## src/rtl/mux3_rr_arbiter.sv

```systemverilog
// ---------------------------------------------------------------------------
// mux3_rr_arbiter
//
// Round-robin arbiter and sequencer that shares one 3:1 multiplexer datapath
// between three requesters. One winner is chosen at a time. The winner's
// data is latched and then presented on a single valid/ready output channel
// until the downstream accepts it. Priority rotates after every transfer, so
// no requester can starve under continuous contention.
//
// Parameters
//   WIDTH      data width of each requester input and of out_data
//
// Ports
//   clk        rising-edge clock
//   rst        asynchronous, active-high reset
//   req[2:0]   request per requester; bit k belongs to requester k
//   d0/d1/d2   requester data inputs, sampled only on the grant edge
//   out_ready  downstream accepts out_data this cycle
//   out_valid  out_data holds a granted item (registered)
//   out_data   latched data of the current winner (registered)
//   sel        mux select code: 0/1/2 = winner index, 3 = none (registered)
//   gnt        one-hot grant of the current winner, 0 when idle (registered)
//   ack        transfer-complete strobe to the winner (combinational)
// ---------------------------------------------------------------------------
module mux3_rr_arbiter #(
  parameter int WIDTH = 4
) (
  input  logic             clk,
  input  logic             rst,
  input  logic [2:0]       req,
  input  logic [WIDTH-1:0] d0,
  input  logic [WIDTH-1:0] d1,
  input  logic [WIDTH-1:0] d2,
  input  logic             out_ready,
  output logic             out_valid,
  output logic [WIDTH-1:0] out_data,
  output logic [1:0]       sel,
  output logic [2:0]       gnt,
  output logic [2:0]       ack
);

  typedef enum logic {
    IDLE = 1'b0,
    BUSY = 1'b1
  } state_t;

  localparam logic [1:0] SEL_NONE = 2'd3;
  localparam logic [1:0] LAST_RST = 2'd2;

  state_t           state;
  logic [1:0]       last;

  logic [2:0]       masked_req;
  logic [2:0]       idle_pick;
  logic [2:0]       busy_pick;
  logic             idle_found;
  logic             busy_found;
  logic [1:0]       idle_idx;
  logic [1:0]       busy_idx;
  logic [WIDTH-1:0] idle_data;
  logic [WIDTH-1:0] busy_data;
  logic             transfer;

  // Modulo-3 increment of a requester index.
  function automatic logic [1:0] next_idx(input logic [1:0] idx);
    logic [1:0] result;
    if (idx == 2'd2) begin
      result = 2'd0;
    end else begin
      result = idx + 2'd1;
    end
    return result;
  endfunction

  // Rotating-priority pick. The requester after 'ptr' is checked first and
  // 'ptr' itself last. The result is {found, index}; index is meaningless
  // when found is 0.
  function automatic logic [2:0] pick(input logic [2:0] r,
                                      input logic [1:0] ptr);
    logic [1:0] first;
    logic [1:0] second;
    logic [2:0] result;
    first  = next_idx(ptr);
    second = next_idx(first);
    result = {1'b0, SEL_NONE};
    if (r[first]) begin
      result = {1'b1, first};
    end else if (r[second]) begin
      result = {1'b1, second};
    end else if (r[ptr]) begin
      result = {1'b1, ptr};
    end
    return result;
  endfunction

  // 3:1 data mux driven by a winner index.
  function automatic logic [WIDTH-1:0] mux3(input logic [1:0]       idx,
                                            input logic [WIDTH-1:0] a0,
                                            input logic [WIDTH-1:0] a1,
                                            input logic [WIDTH-1:0] a2);
    logic [WIDTH-1:0] result;
    case (idx)
      2'd0:    result = a0;
      2'd1:    result = a1;
      2'd2:    result = a2;
      default: result = '0;
    endcase
    return result;
  endfunction

  function automatic logic [2:0] onehot(input logic [1:0] idx);
    logic [2:0] result;
    case (idx)
      2'd0:    result = 3'b001;
      2'd1:    result = 3'b010;
      2'd2:    result = 3'b100;
      default: result = 3'b000;
    endcase
    return result;
  endfunction

  // The winner's req can still be high on its ack edge. That bit is masked
  // during back-to-back re-arbitration so the same requester is never
  // granted on two consecutive edges. It can win again from IDLE one cycle
  // later.
  assign masked_req = req & ~gnt;

  // In IDLE the stored pointer drives priority. On a transfer the pointer is
  // about to become the current winner (sel), so that value is used directly
  // for the back-to-back pick.
  assign idle_pick  = pick(req, last);
  assign busy_pick  = pick(masked_req, sel);

  assign idle_found = idle_pick[2];
  assign idle_idx   = idle_pick[1:0];
  assign busy_found = busy_pick[2];
  assign busy_idx   = busy_pick[1:0];

  assign idle_data  = mux3(idle_idx, d0, d1, d2);
  assign busy_data  = mux3(busy_idx, d0, d1, d2);

  assign transfer   = out_valid & out_ready;

  // ack is gated by out_valid, so it stays low whenever nothing is held.
  assign ack        = gnt & {3{transfer}};

  // Sequencer: every output except ack is a register updated here. This
  // guarantees no combinational path from req or data to out_data, sel or gnt.
  always_ff @(posedge clk or posedge rst) begin
    if (rst) begin
      state     <= IDLE;
      last      <= LAST_RST;
      out_valid <= 1'b0;
      out_data  <= '0;
      sel       <= SEL_NONE;
      gnt       <= 3'b000;
    end else begin
      case (state)
        IDLE: begin
          if (idle_found) begin
            state     <= BUSY;
            out_valid <= 1'b1;
            out_data  <= idle_data;
            sel       <= idle_idx;
            gnt       <= onehot(idle_idx);
          end
        end

        BUSY: begin
          if (transfer) begin
            last <= sel;
            if (busy_found) begin
              out_data <= busy_data;
              sel      <= busy_idx;
              gnt      <= onehot(busy_idx);
            end else begin
              state     <= IDLE;
              out_valid <= 1'b0;
              sel       <= SEL_NONE;
              gnt       <= 3'b000;
            end
          end
        end

        default: begin
          state     <= IDLE;
          out_valid <= 1'b0;
          sel       <= SEL_NONE;
          gnt       <= 3'b000;
        end
      endcase
    end
  end

endmodule

```

## config.mk

```make
export PLATFORM = sky130hd
export DESIGN_NAME = mux3_rr_arbiter
export DESIGN_NICKNAME = d
export VERILOG_FILES = /design/src/rtl/mux3_rr_arbiter.sv
export SDC_FILE = /design/constraint.sdc
export NUM_CORES = 1
export LEC_CHECK = 0
export ABC_CLOCK_PERIOD_IN_PS = 2150
export BUFFER_PORTS_ARGS = -buffer_cell sky130_fd_sc_hd__buf_2
export CORE_AREA = 8 8 62 64
export DETAILED_ROUTE_END_ITERATION = 16
export DIE_AREA = 0 0 70 72
export PLACE_DENSITY_LB_ADDON = 0.3
export SLEW_MARGIN = 5
export SYNTH_ARGS = -nofsm -noshare
export SYNTH_HDL_FRONTEND = slang
export SYNTH_SLANG_ARGS = --single-unit
```

## constraint.sdc

```tcl
create_clock -name clk -period 2.15 [get_ports clk]
set_clock_uncertainty 0.05 [all_clocks]
set_input_delay 0.3225 -clock clk [delete_from_list [all_inputs] [get_ports clk]]
set_output_delay 0.3225 -clock clk [all_outputs]
set_load 0.1 [all_outputs]
```

==> results of run 1 <==
[layer usage]
| metal | global-route usage, % | vias up | share of wire (%) |
|---|---|---|---|
| met5 | 0 | - | 0 |
| met4 | 4.241 | 0 | 1.5 |
| met3 | 3.820 | 4 | 5.7 |
| met2 | 16.75 | 34 | 43 |
| met1 | 14.38 | 425 | 50 |
| li1 | - | 460 | - |
[worst reg2reg max path, cell delays in order (launching register included)]
cell and delay, ps:
sky130_fd_sc_hd__dfrtp_1 420, sky130_fd_sc_hd__or2_4 270, sky130_fd_sc_hd__a311oi_4 520, sky130_fd_sc_hd__nor2b_2 130, sky130_fd_sc_hd__a22oi_1 240, sky130_fd_sc_hd__o221ai_1 150
[sequential cells by signal, indices dropped and copies added, names as in the netlist]
register   flops
gnt            3
state          1
last           2
out_valid      1
sel            2
out_data       4
[cell usage after synthesis (all sizes together), types with 2 or more instances]
| master | number | area share (%) |
|---|---|---|
| o22ai | 2 | 1.3 |
| a21boi | 2 | 1.6 |
| or2 | 2 | 1.8 |
| dfrtp | 10 | 26 |
| a21o | 3 | 2.4 |
| buf | 4 | 2.4 |
| nand2 | 10 | 3.9 |
| a22oi | 8 | 6.3 |
| a221oi | 2 | 1.8 |
| and2 | 4 | 2.7 |
| o21ai | 4 | 2.5 |
| dfstp | 3 | 8.2 |
| nor2 | 4 | 1.6 |
| inv | 5 | 2.0 |
| o221ai | 4 | 3.7 |
| and3 | 4 | 2.6 |
| nand2b | 4 | 2.9 |
| mux2i | 3 | 3.1 |
| nor2b | 4 | 2.9 |
| mux2 | 4 | 4.7 |
[per-stage QoR]
step	hold WS, ps	std cells	utilization, %
CTS	24.17	168	40.13
detailed placement	330.2	164	39.22
finish	10.99	168	40.13
floorplan	147.2	104	-
global route	46.51	168	40.13
global placement	319.2	164	39.22
[final timing paths]
check / start / to / slack (ps)
min in group clk: d2[2] / out_data[2] / 250
max in group asynchronous: rst / out_valid / 1670
max: last[0] / out_data[0] / 220
min: rst / gnt[1] / 10
min reg2reg: last[1] / last[1] / 450
max reg2reg: last[0] / out_data[0] / 220
[cells by family (layout without fill, tap and decap cells)]
family,count (synthesis),after routing,share of synthesized area [%]
AND/OR/NAND/NOR,38,38,22.35
AO/OA/AOI/OAI,37,37,31.11
flip-flops,13,13,34.38
buffers and inverters,9,40,4.314
multiplexers,7,7,7.843
[area by class of cell]
class	count	share of cell area, %
multi-input combinational	82	50.70
sequential	13	28.36
timing repair buffer	31	13.53
tap	33	3.545
clock buffer	4	2.256
inverter	5	1.611
[layout by cell type, fill, tap and decap left out, types with 4 or more instances in the layout]
cell,instances
sky130_fd_sc_hd__nand2_1,10
sky130_fd_sc_hd__inv_1,5
sky130_fd_sc_hd__nor2_1,4
sky130_fd_sc_hd__o221ai_1,4
sky130_fd_sc_hd__buf_2,30
sky130_fd_sc_hd__mux2_2,4
sky130_fd_sc_hd__dfrtp_1,9
sky130_fd_sc_hd__a22oi_1,8
==> impl_metrics.env, run 1 <==
export IMPL_pre_cts_slack_ps=180.8
export IMPL_first_global_vias=996
export IMPL_postSynthAreaPerCell_um2=9.204
export IMPL_crit_path_start_kind="flip-flop"
export IMPL_post_cts_resized=0
export IMPL_vias_per_cell=5.494
export IMPL_clock_tree_htree_level_count=1
export IMPL_cts_sinks=13
export IMPL_crit_arrival_ps=2020
export IMPL_dpl_cell_area_um2=1139
export IMPL_final_layout_size_suffix_gt1_share_pct=38.52
export IMPL_first_iter_violations=41
export IMPL_finalWirelength_um=2791
export IMPL_tns_ps=0
export IMPL_core_area_um2=2903
export IMPL_yosysWarningCount=0
export IMPL_number_of_input_and_output_port_buffers_inserted=30
export IMPL_floorplan_initialDensity_pct=32.97
export IMPL_crit_fanout=8
export IMPL_cts_post_setup_buffers_inserted=0
export IMPL_route_detailed_drc=0
export IMPL_grt_setup_unrepaired="false"
export IMPL_finalWorstPathRequiredPeriod_ps=1928
export IMPL_outcome="completed"
export IMPL_area_growth_syn_to_layout_pct=21.70
export IMPL_final_nets=154
export IMPL_synthesis_nets=122
export IMPL_number_of_antenna_violations_at_the_first_check_in_global_routing=0
export IMPL_timing_hold_violations_final=0
export IMPL_yosysUniqueCellTypes=45
export IMPL_synth_seq_cells=13
export IMPL_routabilityCongestion=0.8480
export IMPL_cts_root_buffer_cell="sky130_fd_sc_hd__clkbuf_4"
export IMPL_numCtsBuffers=3
export IMPL_floorplan_rows=20
export IMPL_report_final_setup_viol=0
export IMPL_cap_viol_max_count=0
export IMPL_ant_nets=0
export IMPL_ys_flop_type="sky130_fd_sc_hd__dfrtp_1"
export IMPL_grt_start_max_net_pins=14
export IMPL_timing_final_ws_setup_ps=221.8
export IMPL_r2r_cells=5
export IMPL_horiz_die_dim_um=70
export IMPL_clkLatencyLatePin_ps=280
export IMPL_worst_setup_path_type="flip-flop to flip-flop"
export IMPL_num_io_pins=31
export IMPL_worst_pin_slew_ps=517.4
export IMPL_sequential_cell_area_um2=330.3
export IMPL_fillers=318
export IMPL_vias=923
export IMPL_slew_violations=0
export IMPL_global_route_wire_length_before_repair_um=4657
export IMPL_grt_use_total_pct=11.17
export IMPL_detail_route_wl_per_cell_um=16.61
export IMPL_synth_sequential_area_ratio_pct=34.38
export IMPL_crit_path_max_incr_delay_ps=520
export IMPL_multi_input_area_um2=590.6
export IMPL_finalInstanceArea_um2=1165
export IMPL_synthArstFlopShare_pct=100.0
export IMPL_clock_fmax_mhz=518.6
export IMPL_dpl_hpwl_um=2243
export IMPL_hold_class="input port to asynchronous set/reset pin"
export IMPL_number_of_enable_type_register_cells_in_the_synthesized_netlist=0
export IMPL_n_antenna_cell=0
export IMPL_worst_endpoint_required_ps=2240
export IMPL_synthesis_area_um2=957.2
export IMPL_clk_pin_slew_ps=80
export IMPL_grt_ovfl_total=0
export IMPL_worst_path_cell_trace="or2_4 -> a311oi_4 -> nor2b_2 -> a22oi_1 -> o221ai_1"
export IMPL_period_share_pct=89.68
export IMPL_critical_path_n_buffers_inverters=0
export IMPL_cts_root_to_sink_buffers=2
export IMPL_timing_max_slew_rel_slack_pct=65.47
export IMPL_drt_pass1_iter_count=4
export IMPL_critical_path_cell_count=5
export IMPL_tritoncts="built"
export IMPL_cp_slowest_cell="sky130_fd_sc_hd__a311oi_4"
export IMPL_die_height_um=72
export IMPL_endpoint_kind="flip-flop"
export IMPL_cts_hold_buffers=0
export IMPL_die_area_um2=5040
export IMPL_critPathTopFamily="compound AO/OA/AOI/OAI gates"
export IMPL_synthesis_instances=104
Power of run 1 is left out: the tool's default activity adds up to more than one toggle a clock period on the data nets, which glitch-free logic cannot reach.
==> run 2, diff against run 1 <==
--- a/config.mk
+++ b/config.mk
@@ -5,12 +5,13 @@
 export SDC_FILE = /design/constraint.sdc
 export NUM_CORES = 1
 export LEC_CHECK = 0
+export ABC_AREA = 1
 export ABC_CLOCK_PERIOD_IN_PS = 2150
 export BUFFER_PORTS_ARGS = -buffer_cell sky130_fd_sc_hd__buf_2
-export CORE_AREA = 8 8 62 64
+export CORE_AREA = 8 8 68 70
 export DETAILED_ROUTE_END_ITERATION = 16
-export DIE_AREA = 0 0 70 72
-export PLACE_DENSITY_LB_ADDON = 0.3
+export DIE_AREA = 0 0 76 78
+export PLACE_DENSITY = 0.54
 export SLEW_MARGIN = 5
 export SYNTH_ARGS = -nofsm -noshare
 export SYNTH_HDL_FRONTEND = slang
==> impl_metrics.env, run 2 <==
export IMPL_number_of_enable_type_register_cells_in_the_synthesized_netlist=0
export IMPL_number_of_antenna_violations_at_the_first_check_in_global_routing=0
export IMPL_yosysUniqueCellTypes=25
export IMPL_worst_pin_slew_ps=559.2
export IMPL_dpl_cell_area_um2=1403
export IMPL_dpl_hpwl_um=2876
export IMPL_post_place_cells=261
export IMPL_drt_pass1_iter_count=4
export IMPL_worst_setup_path_type="flip-flop to flip-flop"
export IMPL_ant_nets=0
export IMPL_number_of_flip_flops_under_the_largest_register_name=4
export IMPL_grt_setup_unrepaired="false"
export IMPL_synthesis_area_um2=1179
export IMPL_detail_route_wl_per_cell_um=13.49
export IMPL_cts_sinks=13
export IMPL_route_detailed_drc=0
export IMPL_ys_flop_type="sky130_fd_sc_hd__dfrtp_1"
export IMPL_num_io_pins=31
export IMPL_synthArstFlopShare_pct=100.0
export IMPL_hold_class="input port to asynchronous set/reset pin"
export IMPL_final_nets=238
export IMPL_n_antenna_cell=0
export IMPL_routabilityCongestion=0.9268
export IMPL_floorplan_initialDensity_pct=33.19
export IMPL_layoutNonFillerInstCount=267
export IMPL_timing_max_slew_rel_slack_pct=62.68
export IMPL_max_flop_register="out_data"
export IMPL_final_layout_size_suffix_gt1_share_pct=33.79
export IMPL_cpMostUsedCell="sky130_fd_sc_hd__nand3_1"
export IMPL_crit_fanout=8
export IMPL_postSynthAreaPerCell_um2=6.441
export IMPL_global_route_wire_length_before_repair_um=6175
export IMPL_synth_top_cells_by_area="sky130_fd_sc_hd__dfrtp_1 (21%), sky130_fd_sc_hd__nand2_1 (14%), sky130_fd_sc_hd__nand3_1 (13%)"
export IMPL_vias_per_cell=5.071
export IMPL_grt_start_max_net_pins=14
export IMPL_tritoncts="built"
export IMPL_synthesis_nets=201
export IMPL_timing_hold_violations_final=0
export IMPL_reg_largest_list="out_data (4), gnt (3)"
export IMPL_number_of_input_and_output_port_buffers_inserted=30
export IMPL_r2r_cells=12
export IMPL_core_area_um2=3551
export IMPL_crit_path_start_kind="flip-flop"
export IMPL_worst_path_cell_trace="inv_2 -> nor2_1 -> nand2_1 -> inv_1 -> nor2_2 -> nand3_1 -> nand2_2 -> inv_2 -> nand3_1 -> nand3_1 -> nand2_1 -> a21oi_1"
export IMPL_period_share_pct=90.74
export IMPL_first_iter_violations=86
export IMPL_final_cell_mix="sky130_fd_sc_hd__nand2_1 (42), sky130_fd_sc_hd__nand3_1 (30), sky130_fd_sc_hd__buf_2 (30), sky130_fd_sc_hd__nor2_1 (21), sky130_fd_sc_hd__inv_1 (17)"
export IMPL_clk_pin_slew_ps=90
export IMPL_crit_arrival_ps=2100
export IMPL_slew_violations=0
export IMPL_vias=1354
export IMPL_post_synth_top_area_cell="sky130_fd_sc_hd__dfrtp_1"
export IMPL_worst_r2r_endpoint="out_data[3]"
export IMPL_cts_root_to_sink_buffers=2
export IMPL_endpoint_kind="flip-flop"
export IMPL_tns_ps=0
export IMPL_first_global_vias=1319
export IMPL_synthDominantCellAreaShare_pct=21.23
export IMPL_finalInstanceArea_um2=1451
export IMPL_clock_fmax_mhz=512.6
export IMPL_synth_top_cells_by_count="sky130_fd_sc_hd__nand2_1 (43), sky130_fd_sc_hd__nand3_1 (30), sky130_fd_sc_hd__nor2_1 (24)"
export IMPL_finalWorstPathRequiredPeriod_ps=1951
export IMPL_yosysMostFrequentCell="sky130_fd_sc_hd__nand2_1"
export IMPL_clock_tree_htree_level_count=1
export IMPL_grt_ovfl_total=0
export IMPL_horiz_die_dim_um=76
export IMPL_most_common_cell_after_layout_fill_and_taps_aside="sky130_fd_sc_hd__nand2_1"
export IMPL_die_height_um=78
export IMPL_worst_endpoint_required_ps=2300
export IMPL_numCtsBuffers=3
export IMPL_synth_seq_cells=13
export IMPL_grt_use_total_pct=12.36
export IMPL_finalWirelength_um=3602
export IMPL_yosysWarningCount=0
export IMPL_cap_viol_max_count=0
export IMPL_worst_r2r_startpoint="sel[0]"
export IMPL_outcome="completed"
export IMPL_clkLatencyLatePin_ps=280
export IMPL_synthesis_instances=183
export IMPL_die_area_um2=5928
export IMPL_cp_slowest_cell="sky130_fd_sc_hd__dfstp_2"
export IMPL_area_growth_syn_to_layout_pct=23.14
export IMPL_floorplan_rows=22
export IMPL_cts_root_buffer_cell="sky130_fd_sc_hd__clkbuf_4"
export IMPL_synth_sequential_area_ratio_pct=27.92
export IMPL_worst_r2r_setup_slack_ps=200
export IMPL_crit_path_max_incr_delay_ps=590
export IMPL_report_final_setup_viol=0
export IMPL_final_hold_worst_slack_ps=28.30
==> run 2: cell type report <==
class	count	area, um^2
well taps	48	60.06
inverters	22	82.58
multi-input cells	144	754.5
fillers	388	2100
flip-flops and latches	13	332.8
clock buffers	4	26.28
repair buffers	36	195.2
==> run 2: through the flow <==
stage	util (%)	setup WS, ps
detailed placement	39.50	224.8
floorplan	-	-258.3
global route	40.87	21.45
global placement	39.50	203.9
CTS	40.24	206.9
finish	40.87	199.0
==> run 2: cells by family after synthesis <==
| logic type | count (synthesis) | share of synthesized area, % |
|---|---|---|
| flip-flops | 13 | 27.92 |
| AO/OA/AOI/OAI | 21 | 14.12 |
| buffers and inverters | 26 | 9.341 |
| AND/OR/NAND/NOR | 123 | 48.62 |
==> run 2: timing repair <==
item / in CTS / in global routing
setup buffers: 0 / 2
endpoints found under the setup margin: 0 / 3
hold buffers: 0 / 0
gates resized for setup: 0 / 2
==> run 2: layer usage <==
| layer | vias up | part of all wire, % | global-route usage (%) |
|---|---|---|---|
| met3 | 6 | 6.2 | 3.687 |
| met5 | - | 0 | 0 |
| met1 | 616 | 48 | 15.87 |
| met2 | 49 | 44 | 18.85 |
| li1 | 683 | - | - |
| met4 | 0 | 1.8 | 4.902 |
==> run 2: critical path: cells and delay by family (launching register included) <==
| family | cells | cell delay (ps) |
|---|---|---|
| buffers and inverters | 3 | 280 |
| DFF | 1 | 590 |
| and+or+nand+nor | 8 | 810 |
| AOI/OAI and AO/OA | 1 | 140 |
==> run 2: worst max path at each step <==
stage | from | to | slack [ps] | cells past startpoint
2_1_floorplan | out_valid | ack[0] | -260 | 2
3_3_place_gp | sel[1] | gnt[0] | 200 | 10
3_5_place_dp | last[1] | gnt[0] | 220 | 11
4_1_cts | sel[1] | out_data[3] | 210 | 11
5_1_grt | sel[0] | out_data[3] | 20 | 12
6_report | sel[0] | out_data[3] | 200 | 12
Power of run 2 is left out for the same reason.
==> run 3, diff against run 2 <==
--- a/config.mk
+++ b/config.mk
@@ -8,10 +8,10 @@
 export ABC_AREA = 1
 export ABC_CLOCK_PERIOD_IN_PS = 2150
 export BUFFER_PORTS_ARGS = -buffer_cell sky130_fd_sc_hd__buf_2
-export CORE_AREA = 8 8 68 70
+export CORE_AREA = 8 8 64 66
 export DETAILED_ROUTE_END_ITERATION = 16
-export DIE_AREA = 0 0 76 78
-export PLACE_DENSITY = 0.54
+export DIE_AREA = 0 0 72 74
+export PLACE_DENSITY = 0.6
 export SLEW_MARGIN = 5
 export SYNTH_ARGS = -nofsm -noshare
 export SYNTH_HDL_FRONTEND = slang
==> impl_metrics.env, run 3 (synthesis results as in run 2) <==
export IMPL_num_io_pins=31
export IMPL_clock_tree_htree_level_count=1
export IMPL_core_area_um2=3179
export IMPL_max_flop_register="out_data"
export IMPL_cts_sinks=13
export IMPL_worst_path_cell_trace="nor2_1 -> nand2_2 -> nand2_1 -> nor2_2 -> inv_2 -> nor2_1 -> nand2_1 -> nand2_2 -> nand3_1 -> nand3_1 -> nand2_1 -> a21oi_1"
export IMPL_clock_fmax_mhz=506.0
export IMPL_crit_path_start_kind="flip-flop"
export IMPL_timing_hold_violations_final=0
export IMPL_critical_path_n_buffers_inverters=1
export IMPL_global_route_wire_length_before_repair_um=5582
export IMPL_timing_final_ws_setup_ps=173.8
export IMPL_number_of_input_and_output_port_buffers_inserted=30
export IMPL_cts_post_setup_buffers_inserted=0
export IMPL_critPathTopFamily="simple AND/OR/NAND/NOR gates"
export IMPL_grt_start_max_net_pins=14
export IMPL_die_area_um2=5328
export IMPL_cap_viol_max_count=0
export IMPL_vias_per_cell=5.065
export IMPL_crit_fanout=8
export IMPL_die_height_um=74
export IMPL_grt_ovfl_total=0
export IMPL_endpoint_kind="flip-flop"
export IMPL_route_detailed_drc=0
export IMPL_first_iter_violations=69
export IMPL_floorplan_rows=21
export IMPL_routabilityCongestion=0.8646
export IMPL_hold_class="input port to asynchronous set/reset pin"
export IMPL_worst_pin_slew_ps=549.1
export IMPL_cts_hold_buffers=0
export IMPL_cts_root_buffer_cell="sky130_fd_sc_hd__clkbuf_4"
export IMPL_period_share_pct=91.92
export IMPL_clkLatencyLatePin_ps=280
export IMPL_cp_slowest_cell="sky130_fd_sc_hd__dfstp_2"
export IMPL_n_antenna_cell=0
export IMPL_most_common_cell_after_layout_fill_and_taps_aside="sky130_fd_sc_hd__nand2_1"
export IMPL_first_global_vias=1264
export IMPL_timing_max_slew_rel_slack_pct=63.35
export IMPL_dpl_hpwl_um=2762
export IMPL_tritoncts="built"
export IMPL_fillers=361
export IMPL_reg_largest_list="out_data (4), gnt (3)"
export IMPL_floorplan_initialDensity_pct=37.07
export IMPL_worst_endpoint_required_ps=2300
export IMPL_final_nets=236
export IMPL_number_of_flip_flops_under_the_largest_register_name=4
export IMPL_grt_use_total_pct=13.15
export IMPL_numCtsBuffers=3
export IMPL_grt_setup_unrepaired="false"
export IMPL_crit_path_max_incr_delay_ps=620
export IMPL_cts_root_to_sink_buffers=2
export IMPL_report_final_setup_viol=0
export IMPL_pre_cts_slack_ps=235.1
export IMPL_detail_route_wl_per_cell_um=12.72
export IMPL_area_growth_syn_to_layout_pct=22.08
export IMPL_post_cts_resized=0
export IMPL_slew_violations=0
export IMPL_horiz_die_dim_um=72
export IMPL_vias=1332
export IMPL_final_layout_size_suffix_gt1_share_pct=32.72
export IMPL_worst_setup_path_type="flip-flop to flip-flop"
export IMPL_outcome="completed"
export IMPL_cpMostUsedCell="sky130_fd_sc_hd__nand2_1"
export IMPL_number_of_antenna_violations_at_the_first_check_in_global_routing=0
export IMPL_finalWirelength_um=3345
export IMPL_ant_nets=0
export IMPL_clk_pin_slew_ps=90
export IMPL_drt_pass1_iter_count=4
export IMPL_crit_arrival_ps=2120
export IMPL_fin_util_pct=45.26
export IMPL_finalWorstPathRequiredPeriod_ps=1976
export IMPL_final_cell_mix="sky130_fd_sc_hd__nand2_1 (43), sky130_fd_sc_hd__nand3_1 (30), sky130_fd_sc_hd__buf_2 (30), sky130_fd_sc_hd__nor2_1 (21), sky130_fd_sc_hd__inv_1 (17)"
[run 3: cell count changes in the layout (fill, tap and decap cells not counted)]
| cell | previous run | this run |
|---|---|---|
| sky130_fd_sc_hd__buf_12 | 0 | 1 |
| sky130_fd_sc_hd__buf_4 | 6 | 3 |
| sky130_fd_sc_hd__nand2_4 | 2 | 1 |
| sky130_fd_sc_hd__nand2_1 | 42 | 43 |
[run 3: worst paths after layout]
path	from	to	slack, ps	cells after the start
worst max-delay path	sel[1]	out_data[0]	170	12
worst min-delay path	rst	last[0]	20	2
worst max register to register	sel[1]	out_data[0]	170	12
worst min register to register	out_valid	out_valid	460	2
max in group asynchronous	rst	gnt[2]	1630	2
min in group clk	d0[3]	out_data[3]	410	5
[run 3: layer usage]
layer  vias up  share of wire (%)  global-route usage (%)
li1        685                  -                       -
met1       599                 48                   15.88
met2        46                 46                   21.46
met3         2                5.7                   4.043
met4         0               0.60                   4.989
met5         -                  0                       0
[run 3: layout make-up]
cell class / count / area (um^2) / area share (%)
Clock buffer: 4 / 26.28 / 1.826
Inverter: 22 / 82.58 / 5.739
Multi-Input combinational cell: 144 / 747.0 / 51.91
Sequential cell: 13 / 332.8 / 23.13
Tap cell: 46 / 57.56 / 4.000
Timing Repair Buffer: 34 / 192.7 / 13.39
[run 3: metrics by stage]
stage	hold WS, ps	instances	area [um^2]	setup TNS [ps]
after floorplan	147.1	183	1190	-775.0
after global placement	349.5	259	1413	0
after detailed placement	349.8	259	1413	0
after CTS	36.03	263	1439	0
after global routing	67.70	263	1439	0
final	19.42	263	1439	0
Power of run 3 is left out for the same reason.
